<file path="src/rtl/spi_cmd_scheduler_pkg.sv">
// Shared opcodes, FSM state type and frame field positions for the SPI command scheduler.
package spi_cmd_pkg;

    localparam logic [7:0] OP_NOP   = 8'h00;
    localparam logic [7:0] OP_WRITE = 8'h01;
    localparam logic [7:0] OP_READ  = 8'h02;

    localparam int unsigned CMD_MSB  = 23;
    localparam int unsigned CMD_LSB  = 16;
    localparam int unsigned ADDR_MSB = 15;
    localparam int unsigned ADDR_LSB = 8;
    localparam int unsigned DATA_MSB = 7;
    localparam int unsigned DATA_LSB = 0;

    typedef enum logic [1:0] {
        IDLE,
        DECODE,
        WAIT_ACK
    } state_t;

endpackage

</file>
<file path="src/rtl/spi_cmd_scheduler_fifo.sv">
// Synchronous frame FIFO; pointers carry an extra wrap bit to tell full from empty.
module frame_fifo #(
    parameter int unsigned DEPTH = 4,
    parameter int unsigned WIDTH = 24
) (
    input  logic             clk,
    input  logic             reset,
    input  logic             push,
    input  logic             pop,
    input  logic [WIDTH-1:0] din,
    output logic [WIDTH-1:0] dout,
    output logic             full,
    output logic             empty
);
    localparam int unsigned AW = $clog2(DEPTH);

    logic [WIDTH-1:0] mem [DEPTH];
    logic [AW:0]      wptr;
    logic [AW:0]      rptr;

    assign empty = (wptr == rptr);
    assign full  = (wptr[AW] != rptr[AW]) && (wptr[AW-1:0] == rptr[AW-1:0]);
    assign dout  = mem[rptr[AW-1:0]];

    always_ff @(posedge clk or posedge reset) begin
        if (reset) begin
            wptr <= '0;
            rptr <= '0;
        end else begin
            if (push) wptr <= wptr + 1'b1;
            if (pop)  rptr <= rptr + 1'b1;
        end
    end

    always_ff @(posedge clk) begin
        if (push) mem[wptr[AW-1:0]] <= din;
    end

endmodule

</file>
<file path="src/rtl/spi_cmd_scheduler.sv">
// Turns queued SPI command frames into register-bus transactions with ack/timeout handling.
module spi_cmd_scheduler
    import spi_cmd_pkg::*;
#(
    parameter int unsigned FIFO_DEPTH = 4,
    parameter int unsigned TIMEOUT    = 255
) (
    input  logic        clk,
    input  logic        reset,
    input  logic [23:0] frame_in,
    input  logic        frame_valid,
    output logic        bus_req,
    output logic        bus_we,
    output logic [7:0]  bus_addr,
    output logic [7:0]  bus_wdata,
    input  logic        bus_ack,
    input  logic [7:0]  bus_rdata,
    output logic [7:0]  rdata_out,
    output logic        rdata_valid,
    output logic        bad_cmd,
    output logic        timeout,
    output logic [7:0]  overflow_cnt,
    output logic        busy
);
    localparam logic [7:0] TO_LAST = 8'(TIMEOUT - 1);

    state_t      state, state_next;
    logic [23:0] cmd_q;
    logic [23:0] fifo_dout;
    logic        fifo_full, fifo_empty;
    logic        pop, push;
    logic        issue, ack_done, to_done;
    logic [7:0]  wait_cnt;
    logic [7:0]  opcode;

    assign opcode = cmd_q[CMD_MSB:CMD_LSB];
    assign pop    = (state == IDLE) && !fifo_empty;
    // A push while full still lands when the head is leaving in the same cycle.
    assign push   = frame_valid && (!fifo_full || pop);
    assign busy   = !fifo_empty || (state != IDLE);

    frame_fifo #(
        .DEPTH(FIFO_DEPTH),
        .WIDTH(24)
    ) u_fifo (
        .clk  (clk),
        .reset(reset),
        .push (push),
        .pop  (pop),
        .din  (frame_in),
        .dout (fifo_dout),
        .full (fifo_full),
        .empty(fifo_empty)
    );

    always_ff @(posedge clk or posedge reset) begin
        if (reset) state <= IDLE;
        else       state <= state_next;
    end

    always_comb begin
        state_next = state;
        issue      = 1'b0;
        ack_done   = 1'b0;
        to_done    = 1'b0;
        bad_cmd    = 1'b0;
        case (state)
            IDLE: begin
                if (!fifo_empty) state_next = DECODE;
            end
            DECODE: begin
                state_next = IDLE;
                if (opcode == OP_WRITE || opcode == OP_READ) begin
                    issue      = 1'b1;
                    state_next = WAIT_ACK;
                end else if (opcode != OP_NOP) begin
                    bad_cmd = 1'b1;
                end
            end
            WAIT_ACK: begin
                // Ack has priority over a timeout landing in the same cycle.
                if (bus_ack) begin
                    ack_done   = 1'b1;
                    state_next = IDLE;
                end else if (wait_cnt == TO_LAST) begin
                    to_done    = 1'b1;
                    state_next = IDLE;
                end
            end
            default: state_next = IDLE;
        endcase
    end

    always_ff @(posedge clk or posedge reset) begin
        if (reset) begin
            cmd_q        <= '0;
            bus_req      <= 1'b0;
            bus_we       <= 1'b0;
            bus_addr     <= '0;
            bus_wdata    <= '0;
            rdata_out    <= '0;
            rdata_valid  <= 1'b0;
            timeout      <= 1'b0;
            wait_cnt     <= '0;
            overflow_cnt <= '0;
        end else begin
            rdata_valid <= 1'b0;
            timeout     <= 1'b0;
            if (pop) cmd_q <= fifo_dout;
            if (issue) begin
                bus_req   <= 1'b1;
                bus_we    <= (opcode == OP_WRITE);
                bus_addr  <= cmd_q[ADDR_MSB:ADDR_LSB];
                bus_wdata <= cmd_q[DATA_MSB:DATA_LSB];
                wait_cnt  <= '0;
            end
            if (state == WAIT_ACK && !bus_ack) wait_cnt <= wait_cnt + 1'b1;
            if (ack_done) begin
                bus_req <= 1'b0;
                if (!bus_we) begin
                    rdata_out   <= bus_rdata;
                    rdata_valid <= 1'b1;
                end
            end
            if (to_done) begin
                bus_req <= 1'b0;
                timeout <= 1'b1;
            end
            if (frame_valid && fifo_full && !pop && overflow_cnt != 8'hFF)
                overflow_cnt <= overflow_cnt + 1'b1;
        end
    end

endmodule

</file>
<file path="config.mk">
export PLATFORM = sky130hd
export DESIGN_NAME = spi_cmd_scheduler
export DESIGN_NICKNAME = d
export VERILOG_FILES = /design/src/rtl/spi_cmd_scheduler_pkg.sv /design/src/rtl/spi_cmd_scheduler_fifo.sv /design/src/rtl/spi_cmd_scheduler.sv
export SDC_FILE = /design/constraint.sdc
export NUM_CORES = 1
export LEC_CHECK = 0
export CORE_MARGIN = 5
export CORE_UTILIZATION = 60
export DETAILED_ROUTE_END_ITERATION = 10
export GPL_ROUTABILITY_DRIVEN = 0
export PLACE_DENSITY = 0.83
export SETUP_SLACK_MARGIN = 0.1
export SYNTH_ARGS = -nofsm -noshare
export SYNTH_HDL_FRONTEND = slang
export SYNTH_SLANG_ARGS = --single-unit
</file>
<file path="constraint.sdc">
create_clock -name clk -period 5.91 [get_ports clk]
set_input_delay 0.591 -clock clk [delete_from_list [all_inputs] [get_ports clk]]
set_output_delay 0.591 -clock clk [all_outputs]
set_load 0.02 [all_outputs]
</file>
==> out/summary.md <==
The flow ran to the end, and the final reports show no timing, DRC or antenna violations. The repair_antennas step left the layout with diodes totalling 0. The min-delay analysis places its worst path in the category reg2reg. The via count of the first global-routing pass came out at 3702. The routed design has 12560 um of wire. Leaving out fill and tap cells, the most frequent cell in the layout is sky130_fd_sc_hd__edfxtp_1. The tools report the count of yosys warnings during synthesis as 0. For the number of buffers inserted during clock tree synthesis, the log shows 17. Max-cap violations in this run came to 0. Clock-pin slew was measured on the worst setup and hold paths at 0.06 ns. Setup total negative slack on the finished layout was measured at 0 ns. The longest clock path from root to sink contains 2 buffers. The initial core utilization was 60.45%; the total vias in the final route was 3507. Summed over all cells, the static leakage comes to 3.181 nW.

The detailed-route wire length per cell came out at 20.52 um. For the number of nets still failing antenna checks after routing, the log shows 0. For the die footprint, the log shows 13590 um2. At the worst endpoint, the required time is 5.32 ns.

For the net count of the mapped netlist, the log shows 417. The relative contribution of the clock network to total power is 25.6%. Maximum level of the CTS H-tree: 4. The clock net in this run drives a total of 172 sinks.

In this run switching power makes up 30.99% of total power. Dividing total power by cell area gives a power density of 508.7 nW/um2. The logs give 0 for the hold violation count in the final report and 6814 um2 for the combined area of all synthesized cells.

The die is 116.6 um tall. The average instance in the mapped netlist occupies 18.27 um2. In this run the register-to-register setup slack is 2.89 ns.

In this run, synthesis produced a sequential element count of 172. The tools report the count of final max-slew check failures as 0. The detailed router finished its first iteration with 180 violations. The number of top-level pins was 74; the achievable frequency was 330.0 MHz.

In this run the post-CTS setup repair buffer count came out at 0. The die is 116.6 um wide. For this run, design rule violations remaining after detail routing come to 0. The tools report the count of TritonRoute iterations in the first routing pass as 6. The tools report the sort of element at the end of the critical path as an output pin. Sequential cells were found to cover 70.22% of the synthesized design area. The power after layout came out at 4.201 mW. TritonCTS built the clock tree. The area growth from synthesis to final layout is 21.21%. Along the worst path, the maximum fanout reaches 27. Counting I/O delays and the setup requirement, the final critical path takes 3.030 ns. For this design the total switching power over the nets is 1.302 mW. In the synthesized netlist, the number of instances is 373. The largest total area in the synthesized netlist belongs to sky130_fd_sc_hd__edfxtp_1. Between clock sinks in the finished design, the worst skew comes to 0.01666 ns. The internal power is 2.899 mW. The data arrival time at the worst-slack endpoint is 2.44 ns. Entering global routing, the biggest net connects 77 pins. The critical path in this run is classified as reg2out. For this design, the CTS-stage hold fixing added 0 buffers. Buffers placed on the I/O ports in this run total 73. The measured slew at the worst slew-check pin is 1.302 ns.

The logs give 0 for the final number of setup-violating endpoints and 0 for the initial antenna violation count. The run gives 500 as the number of nets at the end of the flow. The netlist uses 41 different library cells. Aggregate global routing overflow: 0.

The area share of the largest cell type after synthesis is 42.31%, and the maximum resistive drop on vdd is 317.0 uV. Setup repair after global routing left no endpoint under its margin. The tightest slew margin relative to the limit came out at 13.18%.

Of the total power, combinational logic draws 29.8%. For the latest clock arrival within the worst-skew pair, the log shows 0.43 ns. Using the TritonRoute via totals, the vias-per-cell ratio works out to 5.730.

The number of gates resized after CTS was 0. STA classifies the critical path startpoint as a register. The wire-length estimate of the detail-placed layout is 7474 um. In this run, flip-flops and latches consume 44.6% of the power.

The final period utilization is 51.27%, and the total global routing track utilization is 20.64%. Leaving out fill and tap cells, the most frequent cells in the layout are sky130_fd_sc_hd__edfxtp_1, sky130_fd_sc_hd__dfrtp_1, sky130_fd_sc_hd__clkdlybuf4s50_1. Of the cells placed in the final design, the portion with a size suffix greater than 1 is 25.16%. The core region is 11270 um2.

Hold timing on the final database bottoms out at a slack of 0.4804 ns. The tree is rooted in a sky130_fd_sc_hd__clkbuf_16. The floorplan has 39 rows. After synthesis, the cell types taking the most area are sky130_fd_sc_hd__edfxtp_1, sky130_fd_sc_hd__dfrtp_1, sky130_fd_sc_hd__mux4_2. The run gives 20300 um as the global-route wire length before repair.
==> layer usage <==
metal  part of all wire (%)  global-route usage, %
met5                      0                      0
met3                    5.5                  6.114
met2                     52                  34.44
met4                    1.6                  7.951
met1                     40                  25.76
==> cells by family after synthesis <==
kind of cell	Yosys count	synth area share (%)
flops	172	70.22
mux	74	16.58
simple gates	53	4.866
compound gates	26	2.570
buf+inv	24	2.020
xor+xnor	16	2.277
fa+ha+maj	8	1.469
==> synth_stat cells (all sizes together) <==
cell type  count
inv           11
clkbuf         2
xnor2          6
nand4          3
nor4           5
nor4b          1
nand3          7
nand2         13
nor2           8
and2b          1
a31oi          3
o22a           1
o2111ai        1
mux2          50
nor3b          2
buf           11
edfxtp        96
a311oi         1
ha             8
mux4          24
o31ai          2
a21oi          1
xor2          10
a41oi          1
dfrtp         76
or3b           1
o32a           1
and3           6
o311ai         1
nor3           6
o21ai         14
==> power by group through the flow <==
stage                     logic, mW  registers, mW  clock network, mW
after floorplan               0.863           1.87                  0
after global placement         1.20           1.87                  0
after detailed placement       1.24           1.89                  0
after CTS                      1.27           1.88               1.09
after global routing           1.36           1.92               1.14
final                          1.25           1.87               1.08
==> sequential cells by signal (all words and copies together) (netlist names) <==
signal        flops
rdata_valid       1
bus_addr          8
state             2
wait_cnt          8
bus_req           1
u_fifo.wptr       3
overflow_cnt      8
cmd_q            24
u_fifo.mem       96
bus_we            1
bus_wdata         8
rdata_out         8
timeout           1
u_fifo.rptr       3
==> metrics by stage <==
| stage | utilization, % | instances | setup WS, ns | cell area (um2) |
|---|---|---|---|---|
| after floorplan | - | 373 | 3.381 | 6814 |
| after global placement | 68.05 | 580 | 2.949 | 7671 |
| after detailed placement | 68.05 | 580 | 2.844 | 7671 |
| after CTS | 73.27 | 612 | 2.796 | 8259 |
| after global routing | 73.27 | 612 | 2.613 | 8259 |
| final | 73.27 | 612 | 2.880 | 8259 |
==> cell type report <==
class	instances	area, um2
multi-input combinational	177	1903
timing repair buffer	77	760.7
clock buffer	20	489.2
tap	143	178.9
fill	653	3013
clock inverter	12	98.84
inverter	11	42.54
sequential	172	4786
==> worst max-delay path, cell delays in order, from the launching register on <==
cell and delay (ns):
sky130_fd_sc_hd__dfrtp_2 0.99, sky130_fd_sc_hd__xnor2_2 0.22, sky130_fd_sc_hd__nand4_1 0.19, sky130_fd_sc_hd__clkdlybuf4s50_1 0.62
==> worst paths after layout <==
| kind | start | end | cells past startpoint |
|---|---|---|---|
| max in group asynchronous | reset | u_fifo.rptr[0] | 3 |
| min in group asynchronous | reset | rdata_out[4] | 3 |
| hold / removal | wait_cnt[6] | wait_cnt[6] | 1 |
| setup reg to reg | u_fifo.rptr[0] | u_fifo.mem[1][2] | 3 |
| hold reg to reg | wait_cnt[6] | wait_cnt[6] | 1 |
| setup / recovery | u_fifo.rptr[0] | busy | 3 |
(Power assumes the default switching activity.)
